**src/rtl/dmem_access_unit.sv**
```systemverilog
// dmem_access_unit: load/store sequencer adding byte read-modify-write stores and zero-extended byte loads over a word-wide dmem.
// Optional misaligned word-access trap (and fault_o port) enabled by defining DMEM_MISALIGN_TRAP_EN.
module dmem_access_unit #(
   parameter int DW = 32,
   parameter int AW = 32
) (
   input  logic          clk,
   input  logic          reset_n,
   input  logic          req_i,
   input  logic          we_i,
   input  logic          byte_i,
   input  logic [AW-1:0] addr_i,
   input  logic [DW-1:0] wdata_i,
   output logic [DW-1:0] rdata_o,
   output logic          busy_o,
   output logic          done_o,
   output logic          dm_we,
   output logic [AW-1:0] dm_a,
   output logic [DW-1:0] dm_wd,
   input  logic [DW-1:0] dm_rd
`ifdef DMEM_MISALIGN_TRAP_EN
   ,
   output logic          fault_o
`endif
);
   typedef enum logic [1:0] {IDLE, RD, WR, DONE} state_t;
   state_t        r_state, w_next;
   logic [AW-1:0] r_addr;
   logic          r_we, r_byte;
   logic [DW-1:0] r_wdata, r_buf, w_merge;
   logic [7:0]    w_lane;
   logic          w_trap;
`ifdef DMEM_MISALIGN_TRAP_EN
   logic          r_fault;
   assign w_trap = ~byte_i & (addr_i[1:0] != 2'b00);
`else
   assign w_trap = 1'b0;
`endif
   always_ff @(posedge clk) begin
      if (!reset_n) r_state <= IDLE;
      else          r_state <= w_next;
   end
   always_comb begin
      w_next = r_state;
      case (r_state)
         IDLE:    w_next = !req_i ? IDLE : w_trap ? DONE : (we_i & ~byte_i) ? WR : RD;
         RD:      w_next = r_we ? WR : DONE;
         WR:      w_next = DONE;
         default: w_next = IDLE;
      endcase
   end
   always_ff @(posedge clk) begin
      if (!reset_n) begin
         r_addr  <= '0;
         r_we    <= 1'b0;
         r_byte  <= 1'b0;
         r_wdata <= '0;
         r_buf   <= '0;
         rdata_o <= '0;
`ifdef DMEM_MISALIGN_TRAP_EN
         r_fault <= 1'b0;
`endif
      end else begin
         if (r_state == IDLE && req_i) begin
            r_addr  <= addr_i;
            r_we    <= we_i;
            r_byte  <= byte_i;
            r_wdata <= wdata_i;
`ifdef DMEM_MISALIGN_TRAP_EN
            r_fault <= w_trap;
`endif
         end
         if (r_state == RD) r_buf <= dm_rd;
         if (r_state == RD && !r_we) rdata_o <= r_byte ? {{(DW-8){1'b0}}, w_lane} : dm_rd;
      end
   end
   // Little-endian lane select: lane n occupies bits [8n+7:8n]
   always_comb begin
      w_lane  = dm_rd[{r_addr[1:0], 3'b000} +: 8];
      w_merge = r_buf;
      w_merge[{r_addr[1:0], 3'b000} +: 8] = r_wdata[7:0];
   end
   always_comb begin
      busy_o = r_state != IDLE;
      done_o = r_state == DONE;
      dm_we  = (r_state == WR) & reset_n;
      dm_a   = {(r_state == IDLE) ? addr_i[AW-1:2] : r_addr[AW-1:2], 2'b00};
      dm_wd  = r_byte ? w_merge : r_wdata;
`ifdef DMEM_MISALIGN_TRAP_EN
      fault_o = (r_state == DONE) & r_fault;
`endif
   end
endmodule

```
**config.mk**
```make
export PLATFORM = sky130hd
export DESIGN_NAME = dmem_access_unit
export DESIGN_NICKNAME = d
export VERILOG_FILES = /design/src/rtl/dmem_access_unit.sv
export SDC_FILE = /design/constraint.sdc
export NUM_CORES = 1
export LEC_CHECK = 0
export CAP_MARGIN = 5
export CORE_MARGIN = 5
export CORE_UTILIZATION = 60
export DETAILED_ROUTE_END_ITERATION = 6
export DONT_BUFFER_PORTS = 1
export MAX_ROUTING_LAYER = met4
export PLACE_DENSITY = 0.73
export SLEW_MARGIN = 20
export SYNTH_ARGS = -nofsm -noshare
export SYNTH_HDL_FRONTEND = slang
export SYNTH_SLANG_ARGS = --single-unit
```
**constraint.sdc**
```tcl
create_clock -name clk -period 2.8 [get_ports clk]
set_input_delay 0.28 -clock clk [delete_from_list [all_inputs] [get_ports clk]]
set_output_delay 0.28 -clock clk [all_outputs]
set_load 0.1 [all_outputs]
```
==> metrics.sh, run 1 <==
PATH_MAX_FANOUT=8
GP_CONGESTION=0.855
WORST-R2R-CELL-COUNT=7
WORST-SLEW-PIN-TRANSITION_NS=1.04
DETAILEDPLACEMENTHPWL_MICRONS=13300
DRT_ITER0_DRC=773
REPORT.FINAL.HOLD_VIOL_COUNT=0
FLOORPLAN.ROWS=37
MOSTFREQUENTLAYOUTCELL='sky130_fd_sc_hd__nand2_1'
NETS=1005
SYNTH.YOSYS.SEQ_AREA_SHARE=0.411
CELL_AREA_POWER_DENSITY_mW_PER_MM2=1320
WIRE_PER_INST_MICRONS=24.4
POST-ROUTE-PERIOD-UTIL=0.960
NUMBER_OF_VIAS_IN_THE_ROUTED_LAYOUT=6703
REGTOREGSETUPSLACK_NS=0.14
END_KIND='primary output'
STATUS='finished clean'
FP.COREAREA_SQ_MM=0.0104
CRITICAL_PATH.ENDPOINT='dm_wd[31]'
ANT_NETS=0
REPORT.FINAL.SLEW_VIOL_COUNT=0
SYNTHCELLS=727
DRT-TOTAL-WL_MICRONS=25500
CRITPATHREQUIREDTIME_NS=2.52
VDD_DROP_MAX_mV=1.41
MET3_USAGE_IN_GLOBAL_ROUTING=0.105
CTS_BUFFER_DEPTH=2
P_LEAK_nW=3.61
POST_DR_VIAS_CELL=6.41
SYNTH-ASYNC-RESET-RATIO=0
MAPPEDNETLISTAREA_SQ_MM=0.00643
GRT.BUSIEST_LAYER='met2'
GRT_USE_MET1=0.442
DRT_PASS1_ITERATIONS=6
CTS_TREE='done'
GRT_SETUP_UNREPAIRED='false'
R2R-START='r_state[0]$_SDFF_PN0_'
HOLD_DEPTH=2
VIAS_IN_THE_FIRST_GLOBAL_ROUTE=7107
HOLDCRITPATHCLASS='in -> reg'
SYNTHESIS.YOSYS.WARNINGS=0
START_UTIL=0.620
SETUP.WORST_PATH.START_CLASS='flip-flop'
HTREEDEPTH=4
WORST_SKEW_PAIR.LATE_LATENCY_NS=0.53
FIN_HOLD_WS_NS=0.0293
ACHIEVABLE-FREQUENCY_GHz=0.372
POST-ROUTE-DRC-COUNT=0
LAYOUT_COMMON_CELLS='158 x sky130_fd_sc_hd__nand2_1, 130 x sky130_fd_sc_hd__dlygate4sd3_1, 130 x sky130_fd_sc_hd__dfxtp_1, 49 x sky130_fd_sc_hd__a21boi_1, 45 x sky130_fd_sc_hd__buf_4'
RR_ENDPOINT='r_addr[24]$_SDFFE_PN0P_'
WORST-SETUP-PATH-TYPE='reg -> out'
TIMING.CLOCK.SKEW_NS=0.00946
IO_PINS=200
DRIVE_ABOVE_1_SHARE=0.206
GRT_FIRST_PASS_WIRELENGTH_MICRONS=39300
TRITONCTS_SINKS=132
GR-TOTAL-OVERFLOW=0
ROOT_BUFFER='sky130_fd_sc_hd__clkbuf_8'
DIEWIDTH_MICRONS=114
POST_SYNTHESIS_AREA_PER_INSTANCE_SQ_UM=8.85
CTS-BUFFERS-INSERTED=17
SYNTH.DISTINCT_CELLS=33
SLEW-LIMIT-HEADROOM=0.306
GRT_USAGE=0.403
TIMING.FINAL.SETUP_VIOLATIONS=0
GRT_ANTENNA_BEFORE_REPAIR=1
CTS.REPORTEDPATHS.CLKPINSLEW_NS=0.06
REPORTED_MAX_CAP_VIOLATION_COUNT=0
USE_MET2=0.663
SYNTH_SEQ_CELLS=132
MIN_PERIOD_NS=2.69
PORT-BUFFER-COUNT=0
WORSTSETUPSTARTPOINT='r_addr[1]$_SDFFE_PN0P_'
CRITPATHARRIVALTIME_NS=2.41
DIEAREA_SQ_MM=0.0129
DIE_H_MICRONS=114
SYNTH-EDFF-COUNT=0
AREAGROWTHSYNTHTOFINISH_PCT=46.6
POSTLAYOUTCOREUTIL=0.909
POSTSYNTH.TOPFLOPCELL='sky130_fd_sc_hd__dfxtp_1'
MAXIMUM_NUMBER_OF_PINS_ON_ONE_NET_BEFORE_GLOBAL_ROUTE_REPAIR=103
## kinds of logic (layout without fill, tap and decap cells)
logic type | Yosys count | in the layout | synth area share
flops | 132 | 132 | 0.411
fa+ha+maj | 9 | 9 | 0.0175
buf+inv | 70 | 250 | 0.0531
mux | 62 | 62 | 0.102
other cells | 1 | 4 | 0.000583
simple gates | 287 | 287 | 0.212
compound gates | 166 | 166 | 0.204
## power breakdown
| part | internal (mW) | switching, mW |
|---|---|---|
| Sequential | 2.29 | 1.01 |
| Combinational | 2.09 | 4.82 |
| Clock | 1.37 | 0.901 |
## how the worst min path moves through the flow
stage                     startpoint                       to  slack, ns
after floorplan           addr_i[10]  r_addr[10]$_SDFFE_PN0P_       0.41
after global placement     addr_i[8]   r_addr[8]$_SDFFE_PN0P_       0.42
after detailed placement  addr_i[29]  r_addr[29]$_SDFFE_PN0P_       0.42
after CTS                       we_i    r_state[0]$_SDFF_PN0_       0.01
after global routing        dm_rd[5]  rdata_o[5]$_SDFFE_PN0P_       0.01
final                       dm_rd[5]  rdata_o[5]$_SDFFE_PN0P_       0.03
## routing by layer
metal,vias to the layer above,part of all wire
met4,0,0.059
met2,475,0.49
met3,144,0.090
met1,3254,0.36
li1,2830,-
met5,-,0
## final cells by class
cell class | count | area [sq um]
Inverter | 8 | 30.0
Clock inverter | 14 | 176
Antenna cell | 2 | 5.00
Tap cell | 136 | 170
Timing Repair Buffer | 210 | 2350
Multi-Input combinational cell | 526 | 3640
Fill cell | 388 | 940
Sequential cell | 132 | 2650
Clock buffer | 18 | 418
## cell usage after synthesis, types with 2 or more instances
cell type / number / share of area
sky130_fd_sc_hd__buf_2: 27 / 0.021
sky130_fd_sc_hd__nand3_1: 8 / 0.0062
sky130_fd_sc_hd__nand3b_1: 24 / 0.028
sky130_fd_sc_hd__nand2b_1: 4 / 0.0039
sky130_fd_sc_hd__nand2_1: 159 / 0.093
sky130_fd_sc_hd__a32oi_1: 24 / 0.033
sky130_fd_sc_hd__mux2i_1: 32 / 0.050
sky130_fd_sc_hd__mux2_2: 30 / 0.053
sky130_fd_sc_hd__a22o_1: 8 / 0.011
sky130_fd_sc_hd__buf_6: 2 / 0.0035
sky130_fd_sc_hd__a211oi_1: 9 / 0.011
sky130_fd_sc_hd__a21boi_0: 41 / 0.048
sky130_fd_sc_hd__dfxtp_1: 132 / 0.41
sky130_fd_sc_hd__o41ai_2: 8 / 0.020
sky130_fd_sc_hd__nor2_1: 35 / 0.020
sky130_fd_sc_hd__nor2b_1: 42 / 0.041
sky130_fd_sc_hd__inv_1: 8 / 0.0047
sky130_fd_sc_hd__a21boi_1: 49 / 0.057
sky130_fd_sc_hd__a21oi_1: 24 / 0.019
sky130_fd_sc_hd__ha_1: 9 / 0.018
sky130_fd_sc_hd__buf_1: 2 / 0.0012
sky130_fd_sc_hd__buf_4: 8 / 0.0093
sky130_fd_sc_hd__clkbuf_1: 23 / 0.013
sky130_fd_sc_hd__nor3b_1: 8 / 0.0093
sky130_fd_sc_hd__and2_1: 3 / 0.0029
## worst max-delay path, stage by stage (launching register included)
cell and delay, ns:
sky130_fd_sc_hd__dfxtp_2 0.39, sky130_fd_sc_hd__inv_1 0.13, sky130_fd_sc_hd__ha_1 0.28, sky130_fd_sc_hd__nor2_2 0.36
sky130_fd_sc_hd__a32oi_1 0.23, sky130_fd_sc_hd__a21oi_2 0.27, sky130_fd_sc_hd__buf_12 0.21
## stage by stage
step	instance area (sq um)	setup TNS, ns	total power [mW]	worst slack, ns	std cells
floorplan	6600	-0.102	8.15	-0.102	728
global placement	7470	0	9.53	0.449	879
detailed placement	7470	0	9.64	0.325	879
CTS	9400	0	12.2	0.0357	1043
global route	9430	0	12.8	0.00783	1045
finish	9430	0	12.5	0.113	1046
## sequential cells by signal (all words and copies together) (netlist names)
| register | flops |
|---|---|
| r_buf | 32 |
| r_addr | 32 |
| rdata_o | 32 |
| r_we | 1 |
| r_wdata | 32 |
| r_state | 2 |
| r_byte | 1 |
## timing repair
item,CTS,global route
hold buffers,130,1
pin swaps,0,1
gates resized for setup,0,5
setup endpoints to repair,16,28
gates cloned,0,0
endpoints found under the hold margin,132,1
buffers inserted,2,0
(Power assumes the default switching activity.)
==> run 2, diff against run 1 <==
CORE_UTILIZATION = 40   (was 60)
CTS_BUF_LIST = sky130_fd_sc_hd__clkbuf_8   (was default)
PLACE_DENSITY = 0.51   (was 0.73)
==> run 2 against run 1 <==
Design area is 1.0% lower. Combinational power fell by 4.3%. First-iteration DRC count shrank 58%. Fmax is 5.9% higher. Die area grew 45%. Sequential cell count stayed put. Count of clock-buffer cells in the layout increased by 3. Global-route usage shrank 16 points. Largest cell class unchanged. Worst setup slack gained 0.15 ns. Power down 7.1%. Non-clock buffer count is 2 higher.
==> metrics.sh, run 2 (synthesis gave the netlist of run 1 again) <==
N_ANTENNA_CELL=0  # -2
GRT_SETUP_UNREPAIRED='false'
WIRE_PER_INST_MICRONS=19.7  # -19%
FIN_HOLD_WS_NS=0.0213  # -0.00793 ns
CRITPATHREQUIREDTIME_NS=2.52  # about the same
TIMING.FINAL.SETUP_VIOLATIONS=0  # unchanged
DETAILEDPLACEMENTHPWL_MICRONS=14600  # +9.6%
CTS_BUFFER_DEPTH=2  # unchanged
HOLDCRITPATHCLASS='in -> reg'
GRT_FIRST_PASS_WIRELENGTH_MICRONS=33800  # -14%
ACHIEVABLE-FREQUENCY_GHz=0.394  # +5.9%
NETS=1007  # +0.20%
POST-ROUTE-PERIOD-UTIL=0.906  # -0.0535
HTREEDEPTH=4  # unchanged
P_CLK_FRAC=0.140  # -0.042
ROOT_BUFFER='sky130_fd_sc_hd__clkbuf_8'
STATUS='finished clean'
FINALINSTANCEAREA_SQ_MM=0.00933  # -1.0%
CRITPATHARRIVALTIME_NS=2.26  # -0.15 ns
CELL_AREA_POWER_DENSITY_mW_PER_MM2=1240  # -6.1%
PORT-BUFFER-COUNT=0  # unchanged
START_UTIL=0.406  # -0.214
CRITPATHMOSTFREQUENTCELL='sky130_fd_sc_hd__buf_12'
REPORT.FINAL.HOLD_VIOL_COUNT=0  # unchanged
GR-TOTAL-OVERFLOW=0  # unchanged
CRITPATHMAXSTAGEDELAY_NS=0.38  # about the same
DIEAREA_SQ_MM=0.0187  # +45%
SW_FRAC_OF_TOTAL=0.545  # +0.00640
POWER_FRAC_COMB=0.570  # +0.016
SETUP_TNS_NS=0  # unchanged
IO_PINS=200  # unchanged
REPORT.FINAL.SLEW_VIOL_COUNT=0  # unchanged
GRT_USAGE=0.244  # -0.159
POWER.NET_SWITCHING_mW=6.32  # -6.0%
CTS_TREE='done'
CRITPATHSLOWESTCELL='sky130_fd_sc_hd__dfxtp_2'
MAXIMUM_NUMBER_OF_PINS_ON_ONE_NET_BEFORE_GLOBAL_ROUTE_REPAIR=96  # -6.8%
TIMING.FINAL.WS_SETUP_NS=0.263  # +0.150 ns
WORST-SETUP-PATH-TYPE='reg -> out'
SETUP.WORST_PATH.START_CLASS='flip-flop'
INTERNAL_POWER_mW=5.27  # -8.4%
DRIVE_ABOVE_1_SHARE=0.204  # -0.00243
REGTOREGSETUPSLACK_NS=0.31  # +0.17 ns
ANT_NETS=0  # unchanged
DRT_PASS1_ITERATIONS=4  # -2
FP.COREAREA_SQ_MM=0.0158  # +53%
REPORTED_MAX_CAP_VIOLATION_COUNT=0  # unchanged
DIE_H_MICRONS=137  # +20%
SEQ_POWER_SHARE=0.290  # +0.026
GP_CONGESTION=0.856  # +0.11%
LAYOUT_COMMON_CELLS='158 x sky130_fd_sc_hd__nand2_1, 131 x sky130_fd_sc_hd__dlygate4sd3_1, 130 x sky130_fd_sc_hd__dfxtp_1, 49 x sky130_fd_sc_hd__a21boi_1, 46 x sky130_fd_sc_hd__buf_4'
LIST_OF_CELLS_TRAVERSED_BY_THE_CRITICAL_PATH='inv_1, ha_1, nor3b_4, buf_12, a32oi_1, a21oi_4, buf_12'
TIMING.CLOCK.SKEW_NS=0.00951  # +0.0000573 ns
PLACEMENT.SETUP.WORST_SLACK_NS=0.281  # -0.0440 ns
GRT_ANTENNA_BEFORE_REPAIR=0  # -1
TOTAL_POWER_mW=11.6  # -7.1%
PLACED_CELL_AREA_SQ_MM=0.00757  # +1.4%
DRT_ITER0_DRC=324  # -58%
POST_DR_VIAS_CELL=5.27  # -18%
MIN_PERIOD_NS=2.54  # -0.150 ns
DRT-TOTAL-WL_MICRONS=22200  # -13%
POST-ROUTE-DRC-COUNT=0  # unchanged
CTS.REPORTEDPATHS.CLKPINSLEW_NS=0.07  # about the same
WORST-SLEW-PIN-TRANSITION_NS=1.03  # -0.00763 ns
P_LEAK_nW=3.55  # -1.7%
END_KIND='primary output'
AREAGROWTHSYNTHTOFINISH_PCT=45.0
SLEW-LIMIT-HEADROOM=0.311  # +0.00509
NUMBER_OF_VIAS_IN_THE_ROUTED_LAYOUT=5932  # -12%
CTS-BUFFERS-INSERTED=17  # unchanged
DIEWIDTH_MICRONS=137  # +20%
MOSTFREQUENTLAYOUTCELL='sky130_fd_sc_hd__nand2_1'
TRITONCTS_SINKS=132  # unchanged
VDD_DROP_MAX_mV=1.20  # -15%
VIAS_IN_THE_FIRST_GLOBAL_ROUTE=6132  # -14%
PATH_MAX_FANOUT=16  # +8
FLOORPLAN.ROWS=46  # +24%
WORST_SKEW_PAIR.LATE_LATENCY_NS=0.45  # -0.08 ns
-- run 2: cell count changes in the layout (fill, tap and decap cells not counted), moves of 2 or more --
cell and change:
sky130_fd_sc_hd__inv_1 +2, sky130_fd_sc_hd__clkbuf_16 -16, sky130_fd_sc_hd__diode_2 -2, sky130_fd_sc_hd__clkbuf_8 +20, sky130_fd_sc_hd__inv_6 -4, sky130_fd_sc_hd__clkinv_4 -2
-- run 2: what timing repair did --
item | CTS | global route
cloned | 0 | 0
setup buffers | 1 | 0
setup endpoints to repair | 16 | 14
hold buffers | 131 | 1
gates resized for setup | 0 | 4
endpoints found under the hold margin | 132 | 1
-- run 2: area by class of cell --
class                      instances  area, sq um
multi-input combinational        526         3620
sequential                       132         2650
tap                              216          270
clock inverter                    10          106
inverter                           8         30.0
timing repair buffer             212         2360
clock buffer                      21          289
fill                            1375         6500
-- run 2: power groups by stage --
stage               clock, mW  combinational, mW  sequential [mW]
detailed placement          0               6.30             3.40
floorplan                   0               4.93             3.23
global route             1.75               6.93             3.40
finish                   1.62               6.61             3.36
global placement            0               6.24             3.39
CTS                      1.66               6.60             3.36
-- run 2: per-stage QoR --
stage,util,instances
3_3_place_gp,0.478,961
3_5_place_dp,0.478,961
2_1_floorplan,-,728
4_1_cts,0.588,1124
6_report,0.590,1125
5_1_grt,0.590,1125
-- run 2: worst max-delay path, delay by kind of cell (launching register included) --
kind | cells | cell delay, ns
buffers and inverters | 3 | 0.45
DFF | 1 | 0.38
and+or+nand+nor | 1 | 0.24
adders and majority gates | 1 | 0.36
AOI/OAI and AO/OA | 2 | 0.37
-- run 2: final timing paths --
kind                                                from                  endpoint  cells past startpoint
worst max register to register     r_state[0]$_SDFF_PN0_    r_addr[1]$_SDFFE_PN0P_                      8
worst max-delay path              r_addr[1]$_SDFFE_PN0P_                 dm_wd[14]                      7
worst min register to register  r_wdata[14]$_SDFFE_PN0P_  r_wdata[14]$_SDFFE_PN0P_                      2
worst min-delay path                          wdata_i[3]   r_wdata[3]$_SDFFE_PN0P_                      2
-- run 2: per-layer routing --
layer / wire length (microns) / global-route usage / up-vias
met2: 11100 / 0.407 / 201
li1: - / - / 2839
met1: 9160 / 0.287 / 2864
met5: 0 / - / -
met3: 1460 / 0.0665 / 28
met4: 469 / 0.0771 / 0
